**src/rtl/io_pkg.sv**
```systemverilog
// Shared definitions for the burst controller: default geometry, state
// encodings for the top and per-channel FSMs, and the AXI OKAY response code.
package io_pkg;

    localparam int ADDR_W_DEF     = 64;
    localparam int RLEN_W_DEF     = 35;
    localparam int WLEN_W_DEF     = 32;
    localparam int BEAT_BYTES_DEF = 64;
    localparam int MAX_BEATS_DEF  = 64;
    localparam int BOUNDARY_DEF   = 4096;
    localparam int MAX_OUTST_DEF  = 16;

    localparam logic [1:0] BRESP_OKAY = 2'b00;

    typedef enum logic [1:0] {
        CH_IDLE,
        CH_CALC,
        CH_REQ,
        CH_DONE
    } ch_state_e;

    typedef enum logic [1:0] {
        TOP_IDLE,
        TOP_BUSY,
        TOP_DRAIN,
        TOP_COMPLETE
    } top_state_e;

endpackage

```
**src/rtl/io_burst_ctrl_if.sv**
```systemverilog
// Job, burst-request and write-response signals of io_burst_ctrl.
// slave is the controller's view, master the driver/bus side.
interface io_burst_ctrl_if
    import io_pkg::*;
#(
    parameter int ADDR_W = ADDR_W_DEF,
    parameter int RLEN_W = RLEN_W_DEF,
    parameter int WLEN_W = WLEN_W_DEF
);
    logic              start;
    logic [ADDR_W-1:0] src_addr;
    logic [ADDR_W-1:0] des_addr;
    logic [RLEN_W-1:0] compression_length;
    logic [WLEN_W-1:0] decompression_length;
    logic              rd_req;
    logic              rd_req_ack;
    logic [7:0]        rd_len;
    logic [ADDR_W-1:0] rd_address;
    logic              wr_req;
    logic              wr_req_ack;
    logic [7:0]        wr_len;
    logic [ADDR_W-1:0] wr_address;
    logic              bvalid;
    logic [1:0]        bresp;
    logic              bready;
    logic              done_i;
    logic              idle;
    logic              ready;
    logic              done_out;
    logic              error;

    modport slave (
        input  start, src_addr, des_addr, compression_length, decompression_length,
        input  rd_req_ack, wr_req_ack, bvalid, bresp, done_i,
        output rd_req, rd_len, rd_address, wr_req, wr_len, wr_address,
        output bready, idle, ready, done_out, error
    );

    modport master (
        output start, src_addr, des_addr, compression_length, decompression_length,
        output rd_req_ack, wr_req_ack, bvalid, bresp, done_i,
        input  rd_req, rd_len, rd_address, wr_req, wr_len, wr_address,
        input  bready, idle, ready, done_out, error
    );

endinterface

```
**src/rtl/io_burst_ctrl_burst_gen.sv**
```systemverilog
// One channel's burst splitter: captures a base/length on start, then issues
// bursts that never exceed MAX_BEATS nor cross a BOUNDARY-aligned address.
module burst_gen
    import io_pkg::*;
#(
    parameter int ADDR_W     = ADDR_W_DEF,
    parameter int LEN_W      = WLEN_W_DEF,
    parameter int BEAT_BYTES = BEAT_BYTES_DEF,
    parameter int MAX_BEATS  = MAX_BEATS_DEF,
    parameter int BOUNDARY   = BOUNDARY_DEF
) (
    input  logic              clk,
    input  logic              rst,
    input  logic              i_start,
    input  logic [ADDR_W-1:0] i_addr,
    input  logic [LEN_W-1:0]  i_len,
    input  logic              i_hold,
    input  logic              i_ack,
    output logic              o_req,
    output logic [7:0]        o_len,
    output logic [ADDR_W-1:0] o_address,
    output logic              o_done
);
    localparam int OFF_W = $clog2(BEAT_BYTES);
    localparam int BND_W = $clog2(BOUNDARY);
    // Two spare bits absorb the in-beat offset and the ceil round-up.
    localparam int CNT_W = LEN_W + 2;
    localparam logic [BND_W:0]  BND_BYTES = (BND_W+1)'(BOUNDARY);
    localparam logic [CNT_W-1:0] MAX_B    = CNT_W'(MAX_BEATS);
    localparam logic [ADDR_W-1:0] BEAT_MASK = ADDR_W'(BEAT_BYTES - 1);

    ch_state_e r_state, w_state_nxt;
    logic [ADDR_W-1:0] r_base;
    logic [LEN_W-1:0]  r_len_bytes;
    logic [ADDR_W-1:0] r_addr;
    logic [CNT_W-1:0]  r_beats;
    logic [CNT_W-1:0]  w_sum, w_total, w_to_bnd, w_burst;
    logic [BND_W:0]    w_bnd_bytes;
    logic              w_fire, w_capture;

    assign w_capture = (r_state == CH_IDLE || r_state == CH_DONE) && i_start;

    always_comb begin
        w_sum       = CNT_W'(r_len_bytes) + CNT_W'(r_base & BEAT_MASK) + CNT_W'(BEAT_BYTES - 1);
        w_total     = w_sum >> OFF_W;
        w_bnd_bytes = BND_BYTES - {1'b0, r_addr[BND_W-1:0]};
        w_to_bnd    = CNT_W'(w_bnd_bytes >> OFF_W);
        w_burst     = r_beats;
        if (w_burst > MAX_B)    w_burst = MAX_B;
        if (w_burst > w_to_bnd) w_burst = w_to_bnd;
    end

    always_ff @(posedge clk) begin
        if (rst) r_state <= CH_IDLE;
        else     r_state <= w_state_nxt;
    end

    always_comb begin
        w_state_nxt = r_state;
        o_req       = 1'b0;
        case (r_state)
            CH_IDLE, CH_DONE: if (i_start) w_state_nxt = CH_CALC;
            CH_CALC:          w_state_nxt = (r_len_bytes == '0) ? CH_DONE : CH_REQ;
            CH_REQ: begin
                o_req = !i_hold;
                if (!i_hold && i_ack && r_beats == w_burst) w_state_nxt = CH_DONE;
            end
            default:          w_state_nxt = CH_IDLE;
        endcase
    end

    assign w_fire = o_req && i_ack;

    always_ff @(posedge clk) begin
        if (w_capture) begin
            r_base      <= i_addr;
            r_len_bytes <= i_len;
        end
        if (r_state == CH_CALC) begin
            r_addr  <= r_base & ~BEAT_MASK;
            r_beats <= w_total;
        end else if (w_fire) begin
            r_addr  <= r_addr + (ADDR_W'(w_burst) << OFF_W);
            r_beats <= r_beats - w_burst;
        end
    end

    assign o_len     = 8'(w_burst - CNT_W'(1));
    assign o_address = r_addr;
    assign o_done    = (r_state == CH_DONE);

endmodule

```
**src/rtl/io_burst_ctrl.sv**
```systemverilog
// Job-level controller: launches independent read and write burst generators,
// limits outstanding write bursts, and tracks completion and write errors.
module io_burst_ctrl
    import io_pkg::*;
#(
    parameter int ADDR_W     = ADDR_W_DEF,
    parameter int RLEN_W     = RLEN_W_DEF,
    parameter int WLEN_W     = WLEN_W_DEF,
    parameter int BEAT_BYTES = BEAT_BYTES_DEF,
    parameter int MAX_BEATS  = MAX_BEATS_DEF,
    parameter int BOUNDARY   = BOUNDARY_DEF,
    parameter int MAX_OUTST  = MAX_OUTST_DEF
) (
    input  logic           clk,
    input  logic           rst,
    io_burst_ctrl_if.slave bus
);
    localparam int OUT_W = $clog2(MAX_OUTST + 1);

    top_state_e r_state, w_state_nxt;
    logic              r_ready, r_error;
    logic [OUT_W-1:0]  r_outst;
    logic              w_start, w_rd_done, w_wr_done, w_hold;
    logic              w_wr_fire, w_resp, w_bready;
    logic              w_rd_req, w_wr_req;
    logic [7:0]        w_rd_len, w_wr_len;
    logic [ADDR_W-1:0] w_rd_addr, w_wr_addr;

    assign w_start   = bus.start && (r_state == TOP_IDLE);
    assign w_hold    = (r_outst == OUT_W'(MAX_OUTST));
    assign w_bready  = (r_state != TOP_IDLE);
    assign w_wr_fire = w_wr_req && bus.wr_req_ack;
    assign w_resp    = bus.bvalid && w_bready;

    burst_gen #(
        .ADDR_W(ADDR_W), .LEN_W(RLEN_W), .BEAT_BYTES(BEAT_BYTES),
        .MAX_BEATS(MAX_BEATS), .BOUNDARY(BOUNDARY)
    ) u_rd (
        .clk(clk), .rst(rst), .i_start(w_start),
        .i_addr(bus.src_addr), .i_len(bus.compression_length),
        .i_hold(1'b0), .i_ack(bus.rd_req_ack),
        .o_req(w_rd_req), .o_len(w_rd_len), .o_address(w_rd_addr), .o_done(w_rd_done)
    );

    burst_gen #(
        .ADDR_W(ADDR_W), .LEN_W(WLEN_W), .BEAT_BYTES(BEAT_BYTES),
        .MAX_BEATS(MAX_BEATS), .BOUNDARY(BOUNDARY)
    ) u_wr (
        .clk(clk), .rst(rst), .i_start(w_start),
        .i_addr(bus.des_addr), .i_len(bus.decompression_length),
        .i_hold(w_hold), .i_ack(bus.wr_req_ack),
        .o_req(w_wr_req), .o_len(w_wr_len), .o_address(w_wr_addr), .o_done(w_wr_done)
    );

    always_ff @(posedge clk) begin
        if (rst) r_state <= TOP_IDLE;
        else     r_state <= w_state_nxt;
    end

    always_comb begin
        w_state_nxt = r_state;
        case (r_state)
            TOP_IDLE:     if (w_start) w_state_nxt = TOP_BUSY;
            TOP_BUSY:     if (w_rd_done && w_wr_done) w_state_nxt = TOP_DRAIN;
            TOP_DRAIN:    if (r_outst == '0) w_state_nxt = TOP_COMPLETE;
            TOP_COMPLETE: if (bus.done_i) w_state_nxt = TOP_IDLE;
            default:      w_state_nxt = TOP_IDLE;
        endcase
    end

    // An ack and a response in the same cycle cancel out.
    always_ff @(posedge clk) begin
        if (rst)                                          r_outst <= '0;
        else if (w_wr_fire && !w_resp)                    r_outst <= r_outst + OUT_W'(1);
        else if (w_resp && !w_wr_fire && r_outst != '0)   r_outst <= r_outst - OUT_W'(1);
    end

    always_ff @(posedge clk) begin
        if (rst)                                      r_error <= 1'b0;
        else if (w_start)                             r_error <= 1'b0;
        else if (w_resp && bus.bresp != BRESP_OKAY)   r_error <= 1'b1;
    end

    always_ff @(posedge clk) begin
        if (rst) r_ready <= 1'b0;
        else     r_ready <= 1'b1;
    end

    assign bus.rd_req     = w_rd_req;
    assign bus.rd_len     = w_rd_len;
    assign bus.rd_address = w_rd_addr;
    assign bus.wr_req     = w_wr_req;
    assign bus.wr_len     = w_wr_len;
    assign bus.wr_address = w_wr_addr;
    assign bus.bready     = w_bready;
    assign bus.idle       = (r_state == TOP_IDLE);
    assign bus.ready      = r_ready;
    assign bus.done_out   = (r_state == TOP_COMPLETE);
    assign bus.error      = r_error;

endmodule

```
**src/flat_wrapper.sv**
```systemverilog
// flat-port wrapper written by rule: the top's interface ports become plain ports
module io_burst_ctrl_flat import io_pkg::*;
#(
    parameter int ADDR_W     = ADDR_W_DEF,
    parameter int RLEN_W     = RLEN_W_DEF,
    parameter int WLEN_W     = WLEN_W_DEF,
    parameter int BEAT_BYTES = BEAT_BYTES_DEF,
    parameter int MAX_BEATS  = MAX_BEATS_DEF,
    parameter int BOUNDARY   = BOUNDARY_DEF,
    parameter int MAX_OUTST  = MAX_OUTST_DEF
)
  (clk, rst, bus_start, bus_src_addr, bus_des_addr, bus_compression_length, bus_decompression_length, bus_rd_req_ack, bus_wr_req_ack, bus_bvalid, bus_bresp, bus_done_i, bus_rd_req, bus_rd_len, bus_rd_address, bus_wr_req, bus_wr_len, bus_wr_address, bus_bready, bus_idle, bus_ready, bus_done_out, bus_error);
  io_burst_ctrl_if #(.ADDR_W(ADDR_W), .RLEN_W(RLEN_W), .WLEN_W(WLEN_W)) bus_i ();
  input  logic clk;
  input  logic rst;
  input wire logic [$bits(bus_i.start)-1:0] bus_start;
  input wire logic [$bits(bus_i.src_addr)-1:0] bus_src_addr;
  input wire logic [$bits(bus_i.des_addr)-1:0] bus_des_addr;
  input wire logic [$bits(bus_i.compression_length)-1:0] bus_compression_length;
  input wire logic [$bits(bus_i.decompression_length)-1:0] bus_decompression_length;
  input wire logic [$bits(bus_i.rd_req_ack)-1:0] bus_rd_req_ack;
  input wire logic [$bits(bus_i.wr_req_ack)-1:0] bus_wr_req_ack;
  input wire logic [$bits(bus_i.bvalid)-1:0] bus_bvalid;
  input wire logic [$bits(bus_i.bresp)-1:0] bus_bresp;
  input wire logic [$bits(bus_i.done_i)-1:0] bus_done_i;
  output wire logic [$bits(bus_i.rd_req)-1:0] bus_rd_req;
  output wire logic [$bits(bus_i.rd_len)-1:0] bus_rd_len;
  output wire logic [$bits(bus_i.rd_address)-1:0] bus_rd_address;
  output wire logic [$bits(bus_i.wr_req)-1:0] bus_wr_req;
  output wire logic [$bits(bus_i.wr_len)-1:0] bus_wr_len;
  output wire logic [$bits(bus_i.wr_address)-1:0] bus_wr_address;
  output wire logic [$bits(bus_i.bready)-1:0] bus_bready;
  output wire logic [$bits(bus_i.idle)-1:0] bus_idle;
  output wire logic [$bits(bus_i.ready)-1:0] bus_ready;
  output wire logic [$bits(bus_i.done_out)-1:0] bus_done_out;
  output wire logic [$bits(bus_i.error)-1:0] bus_error;
  assign bus_i.start = bus_start;
  assign bus_i.src_addr = bus_src_addr;
  assign bus_i.des_addr = bus_des_addr;
  assign bus_i.compression_length = bus_compression_length;
  assign bus_i.decompression_length = bus_decompression_length;
  assign bus_i.rd_req_ack = bus_rd_req_ack;
  assign bus_i.wr_req_ack = bus_wr_req_ack;
  assign bus_i.bvalid = bus_bvalid;
  assign bus_i.bresp = bus_bresp;
  assign bus_i.done_i = bus_done_i;
  assign bus_rd_req = bus_i.rd_req;
  assign bus_rd_len = bus_i.rd_len;
  assign bus_rd_address = bus_i.rd_address;
  assign bus_wr_req = bus_i.wr_req;
  assign bus_wr_len = bus_i.wr_len;
  assign bus_wr_address = bus_i.wr_address;
  assign bus_bready = bus_i.bready;
  assign bus_idle = bus_i.idle;
  assign bus_ready = bus_i.ready;
  assign bus_done_out = bus_i.done_out;
  assign bus_error = bus_i.error;
  io_burst_ctrl #(.ADDR_W(ADDR_W), .RLEN_W(RLEN_W), .WLEN_W(WLEN_W), .BEAT_BYTES(BEAT_BYTES), .MAX_BEATS(MAX_BEATS), .BOUNDARY(BOUNDARY), .MAX_OUTST(MAX_OUTST)) u_core (.clk(clk), .rst(rst), .bus(bus_i));
endmodule
```
**config.mk**
```make
export PLATFORM = sky130hd
export DESIGN_NAME = io_burst_ctrl_flat
export DESIGN_NICKNAME = d
export VERILOG_FILES = /design/src/rtl/io_pkg.sv /design/src/rtl/io_burst_ctrl_if.sv /design/src/rtl/io_burst_ctrl_burst_gen.sv /design/src/rtl/io_burst_ctrl.sv /design/src/flat_wrapper.sv
export SDC_FILE = /design/constraint.sdc
export NUM_CORES = 1
export LEC_CHECK = 0
export ABC_CLOCK_PERIOD_IN_PS = 6900
export BUFFER_PORTS_ARGS = -buffer_cell sky130_fd_sc_hd__buf_4
export CAP_MARGIN = 20
export CORE_MARGIN = 10
export CORE_UTILIZATION = 41
export CTS_CLUSTER_DIAMETER = 120
export DETAILED_ROUTE_END_ITERATION = 7
export SYNTH_ARGS = -nofsm -noshare
export SYNTH_HDL_FRONTEND = slang
export SYNTH_SLANG_ARGS = --single-unit
```
**constraint.sdc**
```tcl
create_clock -name clk -period 6.9 [get_ports clk]
set_input_delay 1.38 -clock clk [delete_from_list [all_inputs] [get_ports clk]]
set_output_delay 1.38 -clock clk [all_outputs]
set_load 0.01 [all_outputs]
```
==> results <==
- The run finished with clean final reports.
- The die is 264 um tall.
- The async set or reset register ratio after synthesis is 0.
- The number of remaining DRC errors is 0.
- The netlist area before placement is 0.0244 mm^2.
- The design draws 16.7 mW.
- During placement, the flow inserted port buffers numbering 342.
- The total CTS buffers is 47.
- From left edge to right edge, the die measures 264 um.
- The placeable core area is 0.0589 mm^2.
- Max-cap violations in this run came to 0.
- The path class of the tightest hold or removal check is register to register.
- Counting tap cells, the placed design contains a total of 3556 instances.
- The shortest period the worst path allows is 6.55 ns.
- The origin of the critical flop-to-flop path is u_core.u_wr.r_beats[26]$_DFFE_PP_.
- The final route contains 19.3k vias.
- Synthesis produced a netlist whose cell count is 2355.
- In this run the worst setup path begins at u_core.u_wr.r_beats[26]$_DFFE_PP_.
- The clock-pin transition on the worst setup and hold timing paths is 0.06 ns.
- The maximum count of clock buffers along a single path is 3.
- The TritonCTS clock tree is done.
- On the final layout, the worst clock skew is 0.0309 ns.
- The H-tree depth is 2.
- The number of different library cells used by synthesis comes to 80.
- The delay of the slowest cell on the worst path is 0.42 ns.
- The predominant post-synthesis flop cell is sky130_fd_sc_hd__edfxtp_1.
- The synthesized design contains 395 register bits.
- Leaving out filler cells and counting taps, the final layout contains 3648.
- Counting flops with a built-in enable in the synthesized netlist gives 370.
- For this block, the routed nets add up to 69800 um of wire.
- The kind of capture point of the worst setup path is a register.
- The total negative slack is 0 ns.
- The root buffer selected by CTS is sky130_fd_sc_hd__clkbuf_16.
- Summed over all cells, the static leakage comes to 12.3 nW.
- The slowest stage of the critical path belongs to the cell sky130_fd_sc_hd__edfxtp_1.
- Timing analysis after detailed placement gives a worst setup slack of 0.0608 ns.
- The maximum operating frequency is 153 MHz.
- The number of filler cells placed in the layout is 5343.
- During I/O placement, the number of pins put on the boundary was 355.
- The routability congestion estimate from global placement is 0.908.
- Headroom to the max-slew limit came out at 0.376.
- Of the synthesized area, sequential elements account for 0.477.
- The die covers 0.0696 mm^2.
- Leaving out fill and tap cells, the most frequent cell in the layout is sky130_fd_sc_hd__buf_4.
- The maximum number of pins on one net before global-route repair is 87.
- The global-route wire length before repair is 108000 um.
- At the worst endpoint, the arrival time is 6.88 ns.
- The setup slack on the worst flop-to-flop path is 0.35 ns.
- Setup slack closes at 0.345 ns.
- In the layout the commonest cells are sky130_fd_sc_hd__buf_4, sky130_fd_sc_hd__edfxtp_1, sky130_fd_sc_hd__nand2_1, sky130_fd_sc_hd__o21ai_0, sky130_fd_sc_hd__ha_1.
- The slew at the pin closest to its max-slew limit is 0.927 ns.
- Across the whole layout, storage elements account for 0.0116 mm^2.
- The most repeated library cell on the critical path is sky130_fd_sc_hd__nor2b_1.
- Detailed placement ended at an HPWL of 53800 um.
- The detailed router finished its first iteration with 1356 violations.
- The via count of the first global-routing pass came to 19.6k.
- The area growth from synthesis to layout is 23.6%.
- Global routing finished with a remaining overflow of 0.
- Of the available clock period, the critical path in the final layout requires 0.950.
- The fraction of layout instances using a drive strength above 1 is 0.178.
- Setup violations remaining at the end of the flow were counted as 0.
- The number of warnings reported in the yosys synthesis log is 0.
- The destination of the worst register-to-register timing path is u_core.u_wr.o_address[60]$_DFFE_PP_.
- Following the worst setup path forward leads to its endpoint at u_core.u_wr.o_address[60]$_DFFE_PP_.
- The detailed-routing iteration count for the pre-antenna-repair pass is 6.
- The initial antenna violation count is 5.
- The TritonCTS sink count is 395.
- Across every metal layer, demand over resource in global routing totals 0.192.
- The starting utilization of the core area is 0.414.
- The final number of hold-violating endpoints was 0.
- The critical path required time is 7.22 ns.
- Along the worst path, the maximum fanout reaches 12.
- The number of max-slew violations in the final report came to 0.
- Power spread over the standard cell area amounts to 556 mW/mm^2.
- The critical path class is register to register.
- The wire length per cell is 19.1 um.
- The area of the multi-input gates is 0.0125 mm^2.
- A synthesized cell averages 10.3 um^2.
- The critical path launch point type is a register.
- Measured on the finished design, the core utilization comes to 0.511.
- The detail route stage leaves a number of antenna-violating nets equal to 0.
- IR analysis of the VDD net gives a maximum drop of 0.361 mV.
- The floorplan has 89 rows.
- The routed via count divided by cell count is 5.30.
- The cell count of the worst reg-to-reg path is 32.
- The clock latency at the later pin of the worst-skew pair is 0.61 ns.
- For this run, the post-layout net count is 3233.
==> power breakdown <==
group	switching, mW	internal, mW
sequential	0.832	4.29
combinational	5.10	3.80
clock	1.08	1.62
total	7.02	9.71
==> how the worst min path moves through the flow <==
stage	start	to	slack [ns]	depth (start not counted)
CTS	u_core.u_rd.r_beats[35]$_SDFFE_PP0P_	u_core.u_rd.r_beats[35]$_SDFFE_PP0P_	0.49	2
finish	u_core.u_rd.r_beats[32]$_SDFFE_PP0P_	u_core.u_rd.r_beats[32]$_SDFFE_PP0P_	0.49	2
global placement	u_core.u_rd.r_beats[34]$_SDFFE_PP0P_	u_core.u_rd.r_beats[34]$_SDFFE_PP0P_	0.48	2
global route	u_core.u_rd.r_beats[32]$_SDFFE_PP0P_	u_core.u_rd.r_beats[32]$_SDFFE_PP0P_	0.51	2
floorplan	u_core.u_rd.r_beats[32]$_SDFFE_PP0P_	u_core.u_rd.r_beats[32]$_SDFFE_PP0P_	0.45	2
detailed placement	u_core.u_rd.r_beats[35]$_SDFFE_PP0P_	u_core.u_rd.r_beats[35]$_SDFFE_PP0P_	0.48	2
==> metal layers <==
| metal | part of all wire | GRT usage | wire length [um] |
|---|---|---|---|
| met2 | 0.49 | 0.326 | 33900 |
| met3 | 0.058 | 0.0444 | 4020 |
| met4 | 0.025 | 0.0644 | 1750 |
| met5 | 0 | 0 | 0 |
| met1 | 0.43 | 0.236 | 30100 |
==> layout make-up <==
type | count | share of cell area
Inverter | 126 | 0.0158
Clock inverter | 35 | 0.0156
Multi-Input combinational cell | 1888 | 0.416
Timing Repair Buffer | 375 | 0.0939
Antenna cell | 5 | 0.000415
Tap cell | 773 | 0.0321
Sequential cell | 395 | 0.386
Clock buffer | 51 | 0.0402
==> through the flow <==
| step | hold WS [ns] | instance area (um^2) |
|---|---|---|
| 6_report | 0.490 | 30100 |
| 5_1_grt | 0.513 | 30100 |
| 4_1_cts | 0.493 | 30000 |
| 3_5_place_dp | 0.484 | 28300 |
| 3_3_place_gp | 0.480 | 28300 |
| 2_1_floorplan | 0.454 | 24800 |
==> synthesized netlist by cell type, drive strengths merged, types with 25 or more instances <==
cell	instances	area, um^2
ha	191	2390
xor2	111	972
nand4	41	257
xnor2	114	998
nor4	39	256
dfxtp	25	500
clkbuf	48	180
nand2	228	856
nand3	69	345
a21oi	173	877
nor3	34	175
o21ai	206	1040
and3	38	238
a21o	81	608
edfxtp	370	11100
inv	125	469
nor2	144	541
==> registers in the layout, indices dropped and copies added (netlist names) <==
| name | count |
|---|---|
| u_core.u_wr.r_len_bytes | 32 |
| u_core.u_wr.r_base | 64 |
| u_core.r_state | 2 |
| u_core.r_outst | 5 |
| u_core.u_wr.r_beats | 34 |
| u_core.u_rd.r_base | 64 |
| u_core.u_wr.r_state | 2 |
| u_core.u_rd.o_address | 58 |
| u_core.u_rd.r_state | 2 |
| u_core.u_rd.r_len_bytes | 35 |
| u_core.bus.error | 1 |
| u_core.bus.ready | 1 |
| u_core.u_rd.r_beats | 37 |
| u_core.u_wr.o_address | 58 |
==> timing repair <==
| item | 4_1_cts | 5_1_grt |
|---|---|---|
| resized for setup | 0 | 14 |
| hold buffers | 0 | 0 |
| endpoints found under the setup margin | 0 | 52 |
| buffers inserted | 0 | 1 |
==> kinds of logic after synthesis <==
kind of cell             count (synthesis)  synth area share
XOR/XNOR                               225            0.0809
other                                    2          0.000308
multiplexers                            30            0.0131
buffers and inverters                  194            0.0319
flip-flops                             395             0.477
adder cells (fa/ha/maj)                196             0.102
AND/OR/NAND/NOR                        692             0.137
AO/OA/AOI/OAI                          621             0.158
==> worst max-delay path, delay by kind of cell, from the launching register on <==
family,cells,cell delay [ns]
adder cells (fa/ha/maj),3,0.88
buffers and inverters,4,0.60
AND/OR/NAND/NOR,12,2.05
flip-flops,1,0.42
XOR/XNOR,1,0.18
AO/OA/AOI/OAI,12,2.12
No activity file was read; power rests on OpenSTA's default activity.
